### src/rtl/cla_pkg.sv
`default_nettype none
// ============================================================================
//  Module      : cla_pkg
//  Description : Shared carry-lookahead constants and the block-carry equations
//  Revision    : 1.0 - initial release
// ============================================================================
package cla_pkg;

   localparam int CLA_WIDTH    = 32;
   localparam int CLA_BLOCK    = 8;
   localparam int CLA_MAX_NBLK = 32;

   // Flat sum-of-products: c[i+1] = G[i] | P[i]G[i-1] | ... | P[i..0]cin.
   // No term depends on another block's carry, so there is no inter-block ripple.
   function automatic logic [CLA_MAX_NBLK:0] block_carries(
      input logic [CLA_MAX_NBLK-1:0] gblk,
      input logic [CLA_MAX_NBLK-1:0] pblk,
      input logic                    cin,
      input int                      nblk
   );
      logic [CLA_MAX_NBLK:0] c;
      logic                  term;
      c    = '0;
      c[0] = cin;
      for (int i = 0; i < CLA_MAX_NBLK; i++) begin
         if (i < nblk) begin
            term = cin;
            for (int k = 0; k <= i; k++) begin
               term = term & pblk[k];
            end
            c[i+1] = term;
            for (int j = 0; j <= i; j++) begin
               term = gblk[j];
               for (int k = j + 1; k <= i; k++) begin
                  term = term & pblk[k];
               end
               c[i+1] = c[i+1] | term;
            end
         end
      end
      return c;
   endfunction

endpackage
`default_nettype wire

### src/rtl/cla_gp_block.sv
`default_nettype none
// ============================================================================
//  Module      : cla_gp_block
//  Description : Reduces one block of bit generate/propagate into block G and P
//  Revision    : 1.0 - initial release
// ============================================================================
module cla_gp_block #(
   parameter int BLOCK = 8
) (
   input  logic [BLOCK-1:0] g,
   input  logic [BLOCK-1:0] p,
   output logic             gblk,
   output logic             pblk
);

   always_comb begin
      gblk = 1'b0;
      for (int k = 0; k < BLOCK; k++) begin
         gblk = g[k] | (p[k] & gblk);
      end
      pblk = &p;
   end

endmodule
`default_nettype wire

### src/rtl/pipelined_cla_adder.sv
`default_nettype none
// ============================================================================
//  Module      : pipelined_cla_adder
//  Description : Two-stage carry-lookahead add/subtract with flags and
//                valid/ready flow control. Define CLA_SAT_EN for saturation.
//  Revision    : 1.0 - initial release
// ============================================================================
module pipelined_cla_adder
   import cla_pkg::*;
#(
   parameter int WIDTH = CLA_WIDTH,
   parameter int BLOCK = CLA_BLOCK
) (
   input  logic             clock,
   input  logic             reset,
   input  logic             in_valid,
   output logic             in_ready,
   input  logic [WIDTH-1:0] a,
   input  logic [WIDTH-1:0] b,
   input  logic             sub,
   input  logic             cin,
`ifdef CLA_SAT_EN
   input  logic             sat,
`endif
   output logic             out_valid,
   input  logic             out_ready,
   output logic [WIDTH-1:0] sum,
   output logic             cout,
   output logic             ovf,
   output logic             zero
);

   localparam int NBLK = WIDTH / BLOCK;

   logic             w_s2_adv;
   logic             w_accept;
   logic [WIDTH-1:0] w_b_eff;
   logic             w_cin_eff;
   logic [WIDTH-1:0] w_g;
   logic [WIDTH-1:0] w_p;
   logic [NBLK-1:0]  w_gblk;
   logic [NBLK-1:0]  w_pblk;

   logic             r_s1_valid;
   logic [WIDTH-1:0] r_s1_a;
   logic [WIDTH-1:0] r_s1_b;
   logic             r_s1_cin;
   logic [NBLK-1:0]  r_s1_gblk;
   logic [NBLK-1:0]  r_s1_pblk;
`ifdef CLA_SAT_EN
   logic             r_s1_sat;
`endif

   logic [CLA_MAX_NBLK:0] w_cblk_all;
   logic [NBLK:0]         w_cblk;
   logic [WIDTH-1:0]      w_g2;
   logic [WIDTH-1:0]      w_p2;
   logic [WIDTH-1:0]      w_carry;
   logic [WIDTH-1:0]      w_sum;
   logic [WIDTH-1:0]      w_res;
   logic                  w_cout;
   logic                  w_ovf;

   // in_ready is a function of pipeline state only, never of in_valid.
   assign w_s2_adv = ~out_valid | out_ready;
   assign in_ready = ~r_s1_valid | w_s2_adv;
   assign w_accept = in_valid & in_ready;

   assign w_b_eff   = sub ? ~b : b;
   assign w_cin_eff = sub | cin;
   assign w_g       = a & w_b_eff;
   assign w_p       = a | w_b_eff;

   for (genvar gi = 0; gi < NBLK; gi++) begin : g_blk
      cla_gp_block #(
         .BLOCK (BLOCK)
      ) u_gp (
         .g    (w_g[gi*BLOCK +: BLOCK]),
         .p    (w_p[gi*BLOCK +: BLOCK]),
         .gblk (w_gblk[gi]),
         .pblk (w_pblk[gi])
      );
   end

   always_ff @(posedge clock) begin
      if (reset) begin
         r_s1_valid <= 1'b0;
         r_s1_a     <= '0;
         r_s1_b     <= '0;
         r_s1_cin   <= 1'b0;
         r_s1_gblk  <= '0;
         r_s1_pblk  <= '0;
`ifdef CLA_SAT_EN
         r_s1_sat   <= 1'b0;
`endif
      end else if (in_ready) begin
         r_s1_valid <= in_valid;
         if (in_valid) begin
            r_s1_a    <= a;
            r_s1_b    <= w_b_eff;
            r_s1_cin  <= w_cin_eff;
            r_s1_gblk <= w_gblk;
            r_s1_pblk <= w_pblk;
`ifdef CLA_SAT_EN
            r_s1_sat  <= sat;
`endif
         end
      end
   end

   assign w_cblk_all = block_carries(CLA_MAX_NBLK'(r_s1_gblk), CLA_MAX_NBLK'(r_s1_pblk),
                                     r_s1_cin, NBLK);
   assign w_cblk     = w_cblk_all[NBLK:0];

   if (NBLK < CLA_MAX_NBLK) begin : g_spare
      logic unused_cblk;
      assign unused_cblk = ^w_cblk_all[CLA_MAX_NBLK:NBLK+1];
   end

   assign w_g2 = r_s1_a & r_s1_b;
   assign w_p2 = r_s1_a | r_s1_b;

   // Within a block the carry ripples from that block's lookahead carry-in.
   always_comb begin
      logic v_c;
      w_carry = '0;
      v_c     = 1'b0;
      for (int i = 0; i < NBLK; i++) begin
         v_c = w_cblk[i];
         for (int k = 0; k < BLOCK; k++) begin
            w_carry[i*BLOCK+k] = v_c;
            v_c = w_g2[i*BLOCK+k] | (w_p2[i*BLOCK+k] & v_c);
         end
      end
   end

   assign w_sum  = r_s1_a ^ r_s1_b ^ w_carry;
   assign w_cout = w_cblk[NBLK];
   assign w_ovf  = w_carry[WIDTH-1] ^ w_cout;

`ifdef CLA_SAT_EN
   // A wrapped MSB of 1 means the true result was positive, and vice versa.
   assign w_res = (r_s1_sat & w_ovf)
                ? {~w_sum[WIDTH-1], {(WIDTH-1){w_sum[WIDTH-1]}}}
                : w_sum;
`else
   assign w_res = w_sum;
`endif

   always_ff @(posedge clock) begin
      if (reset) begin
         out_valid <= 1'b0;
         sum       <= '0;
         cout      <= 1'b0;
         ovf       <= 1'b0;
         zero      <= 1'b0;
      end else if (w_s2_adv) begin
         out_valid <= r_s1_valid;
         if (r_s1_valid) begin
            sum  <= w_res;
            cout <= w_cout;
            ovf  <= w_ovf;
            zero <= ~|w_res;
         end
      end
   end

endmodule
`default_nettype wire

### config.mk
export PLATFORM = sky130hd
export DESIGN_NAME = pipelined_cla_adder
export DESIGN_NICKNAME = d
export VERILOG_FILES = /design/src/rtl/cla_pkg.sv /design/src/rtl/cla_gp_block.sv /design/src/rtl/pipelined_cla_adder.sv
export SDC_FILE = /design/constraint.sdc
export NUM_CORES = 1
export LEC_CHECK = 0
export ABC_AREA = 1
export BUFFER_PORTS_ARGS = -buffer_cell sky130_fd_sc_hd__buf_4
export CORE_ASPECT_RATIO = 1.2
export CORE_MARGIN = 1.5
export CORE_UTILIZATION = 60
export CTS_CLUSTER_SIZE = 25
export DETAILED_ROUTE_END_ITERATION = 6
export PLACE_DENSITY = 0.86
export SYNTH_ARGS = -nofsm -noshare
export SYNTH_HDL_FRONTEND = slang
export SYNTH_SLANG_ARGS = --single-unit
### constraint.sdc
create_clock -name clock -period 11.2 [get_ports clock]
set_clock_uncertainty 0.05 [all_clocks]
set_input_delay 0.56 -clock clock [delete_from_list [all_inputs] [get_ports clock]]
set_output_delay 0.56 -clock clock [all_outputs]
set_load 0.01 [all_outputs]
==> reports/results.ini <==
[run_status]
outcome = complete, no violations

[detailed_routing]
drt-total-wl_um = 12700
first_pass_iters = 5
wl_per_cell_um = 13.8
drc = 0
via_count = 4893
drtIter0Drc = 277
ant_nets = 0
via_per_inst = 5.31

[floorplan]
std_cell_rows = 38
core_um2 = 9030
die-area_um2 = 9900
start_util_pct = 61.8
io_pins = 107
die_h_um = 109
fp.dieW_um = 91.1

[worst_setup_path]
cp_cell_sequence = fa_1 > fa_1 > fa_1 > fa_1 > fa_1 > fa_1 > fa_1 > nor4_1 > nand4_1 > nor2_1 > nand2_1 > a21oi_1
reg2reg_slack_ns = 7.16
cp_slowest_stage_delay_ns = 0.46
critPathArrivalTime_ns = 4.30
crit_top_cell = fa_1
r2r_end = zero
critPathMaxFanout = 2
crit_family = adder cells
slowest_stage = fa_1
cp-start-kind = flip-flop
r2r-start = r_s1_a[0]
critPathBufInv = 0
required_ns = 11.46
r2r_cells = 12
path_class = flip-flop to flip-flop
critPathCaptureType = flip-flop

[clock_network]
numCtsBuffers = 9
postCtsHoldBufs = 0
cts_tree = yes
path_clk_slew_ns = 0.10
cts_resized = 0
clock_path_buffers = 2
clock-sinks = 110
postCtsSetupBuffers = 0
root_buffer = clkbuf_8
clock_latency_ns = 0.37
htreeDepth = 3

[sta]
post-route-period-util_pct = 36.1
setup_viol = 0
rsz0062_at_grt = no
relSlewSlack_pct = 35.4
finalMaxSlewViolations = 0
setup-tns-final_ns = 0
clock.fmax_ghz = 0.247
layout_min_cycle_time_ns = 4.04
worstMarginPinSlew_ns = 0.968
final_hold_viol_count = 0

[worst_hold_path]
hold_path_end = r_s1_a[16]
worstHoldPathType = input pin to flip-flop
min_path_cells = 3
hold_start = a[16]

[global_routing]
first_global_vias = 4764
busiest_layer = met2
grt-ovfl-total = 0
grt_use_met3_pct = 2.72
grt_antenna_before_repair = 0
grt_usage_pct = 26.2
use_met2_pct = 45.3
grt_max_degree = 62
grt_first_pass_wirelength_um = 20700
met1_usage_pct = 33.1

[pwr]
p_int_mw = 0.634
seq_power_share_pct = 49.3
power_leakage_nw = 3.08
switching_share_pct = 29.2
combinationalPowerShare_pct = 22.6
pwr-share-clk_pct = 28.2
p_per_area_nw_per_um2 = 137
switchingPower_mw = 0.261
ir_worst_vdd_v = 0.0000696

[synth]
synth_cell_type_count = 38
synthCells = 714
syn_area_um2 = 5590
synth_fp_nets = 812
ys_seq_area_share_pct = 39.4
avgSynthCellArea_um2 = 7.82
yosys_warnings = 0
synth-seq-cells = 110

[placement]
gp_routability_congestion = 0.892
place_area_um2 = 6330
port_buffers = 106
hpwl_um = 9420

[cells_and_area]
post_route_cells_drive_above_1_share_pct = 18.3
fin_area_um2 = 6550
diodes = 0
num-nets-final = 895
syn_to_final_growth_pct = 17.3

[job]
cap_violations = 0

## cell usage after synthesis (all sizes together)
master | count | area [µm²]
nand2 | 119 | 452
dfxtp | 110 | 2200
o21ai | 103 | 523
inv | 97 | 367
a21oi | 85 | 440
nor2 | 60 | 228
fa | 28 | 561
clkbuf | 25 | 97.6
xnor2 | 23 | 216
buf | 13 | 133
nand3 | 9 | 50.1
nand4 | 8 | 50.1
xor2 | 8 | 100
o22ai | 6 | 37.5
a211oi | 4 | 30.0
or2 | 4 | 25.0
nor3 | 3 | 15.0
a31oi | 2 | 12.5
nand3b | 2 | 15.0
nor4 | 2 | 12.5
o211ai | 2 | 15.0
clkinv | 1 | 3.75
## kinds of logic (layout without fill, tap and decap cells)
logic type	after synthesis	in the layout	synth area share, %
flip-flops	110	110	39.4
AO/OA/AOI/OAI	202	202	19.0
AND/OR/NAND/NOR	207	207	15.2
XOR/XNOR	31	31	5.67
adder cells (fa/ha/maj)	28	28	10.0
buffers and inverters	136	224	10.8
## flip-flops by register name, summed over array words and instances (netlist names)
register and count:
r_s1_gblk 4, out_valid 1, r_s1_b 32, r_s1_a 32
r_s1_cin 1, ovf 1, cout 1, zero 1
sum 32, r_s1_pblk 4, r_s1_valid 1
## metrics by stage
| step | instances | total power, mW | hold WS (ns) | utilization, % | setup WS [ns] |
|---|---|---|---|---|---|
| 3_5_place_dp | 906 | 0.649 | 0.422 | 70.1 | 7.19 |
| 4_1_cts | 922 | 0.897 | 0.394 | 72.5 | 7.18 |
| 2_1_floorplan | 714 | 0.577 | 0.406 | - | 7.45 |
| 6_report | 922 | 0.896 | 0.404 | 72.5 | 7.16 |
| 5_1_grt | 922 | 0.938 | 0.418 | 72.5 | 6.94 |
| 3_3_place_gp | 906 | 0.641 | 0.413 | 70.1 | 7.30 |
## how the worst max path moves through the flow
| stage | start | endpoint | cells after the start |
|---|---|---|---|
| after global placement | r_s1_a[0] | zero | 12 |
| after floorplan | r_s1_a[0] | zero | 12 |
| after detailed placement | r_s1_a[0] | zero | 12 |
| final | r_s1_a[0] | zero | 12 |
| after global routing | r_s1_cin | zero | 20 |
| after CTS | r_s1_a[0] | zero | 12 |
## power by group through the flow
stage / logic (mW) / clock network (mW) / registers, mW
detailed placement: 0.199 / 0 / 0.450
finish: 0.202 / 0.252 / 0.441
global route: 0.225 / 0.268 / 0.445
global placement: 0.193 / 0 / 0.449
floorplan: 0.126 / 0 / 0.451
CTS: 0.201 / 0.255 / 0.441
## layer usage
layer / wire [µm] / vias to the layer above
li1: - / 2444
met1: 5570 / 2244
met2: 6180 / 177
met3: 594 / 28
met4: 342 / 0
met5: 0 / -
## area by class of cell
| cell class | count | area, µm² |
|---|---|---|
| clock buffers | 13 | 179 |
| clock inverters | 3 | 40.0 |
| fillers | 735 | 2480 |
| inverters | 98 | 370 |
| multi-input cells | 468 | 2780 |
| flip-flops and latches | 110 | 2200 |
| well taps | 120 | 150 |
| repair buffers | 110 | 826 |
## cells in the final DEF, fill, tap and decap left out, types with 3 or more instances in the layout
master and n:
o22ai_1 6, dfxtp_1 110, a21oi_2 4, fa_1 28, clkbuf_8 13, inv_1 93
a21oi_1 81, xor2_1 4, nor2_1 59, xor2_2 4, xnor2_1 21, nand3_1 8
o21ai_1 4, buf_4 110, o21ai_0 97, nor3_1 3, or2_1 3, nand2_1 117
a211oi_1 4, inv_2 3, nand4_1 8
## worst reg2reg max path, delay by kind of cell, from the launching register on
family | cells | cell delay, ns
AOI/OAI and AO/OA | 1 | 0.11
adders and majority gates | 7 | 2.95
and+or+nand+nor | 4 | 0.54
DFF | 1 | 0.33
Power figures use the tool's default switching activity.
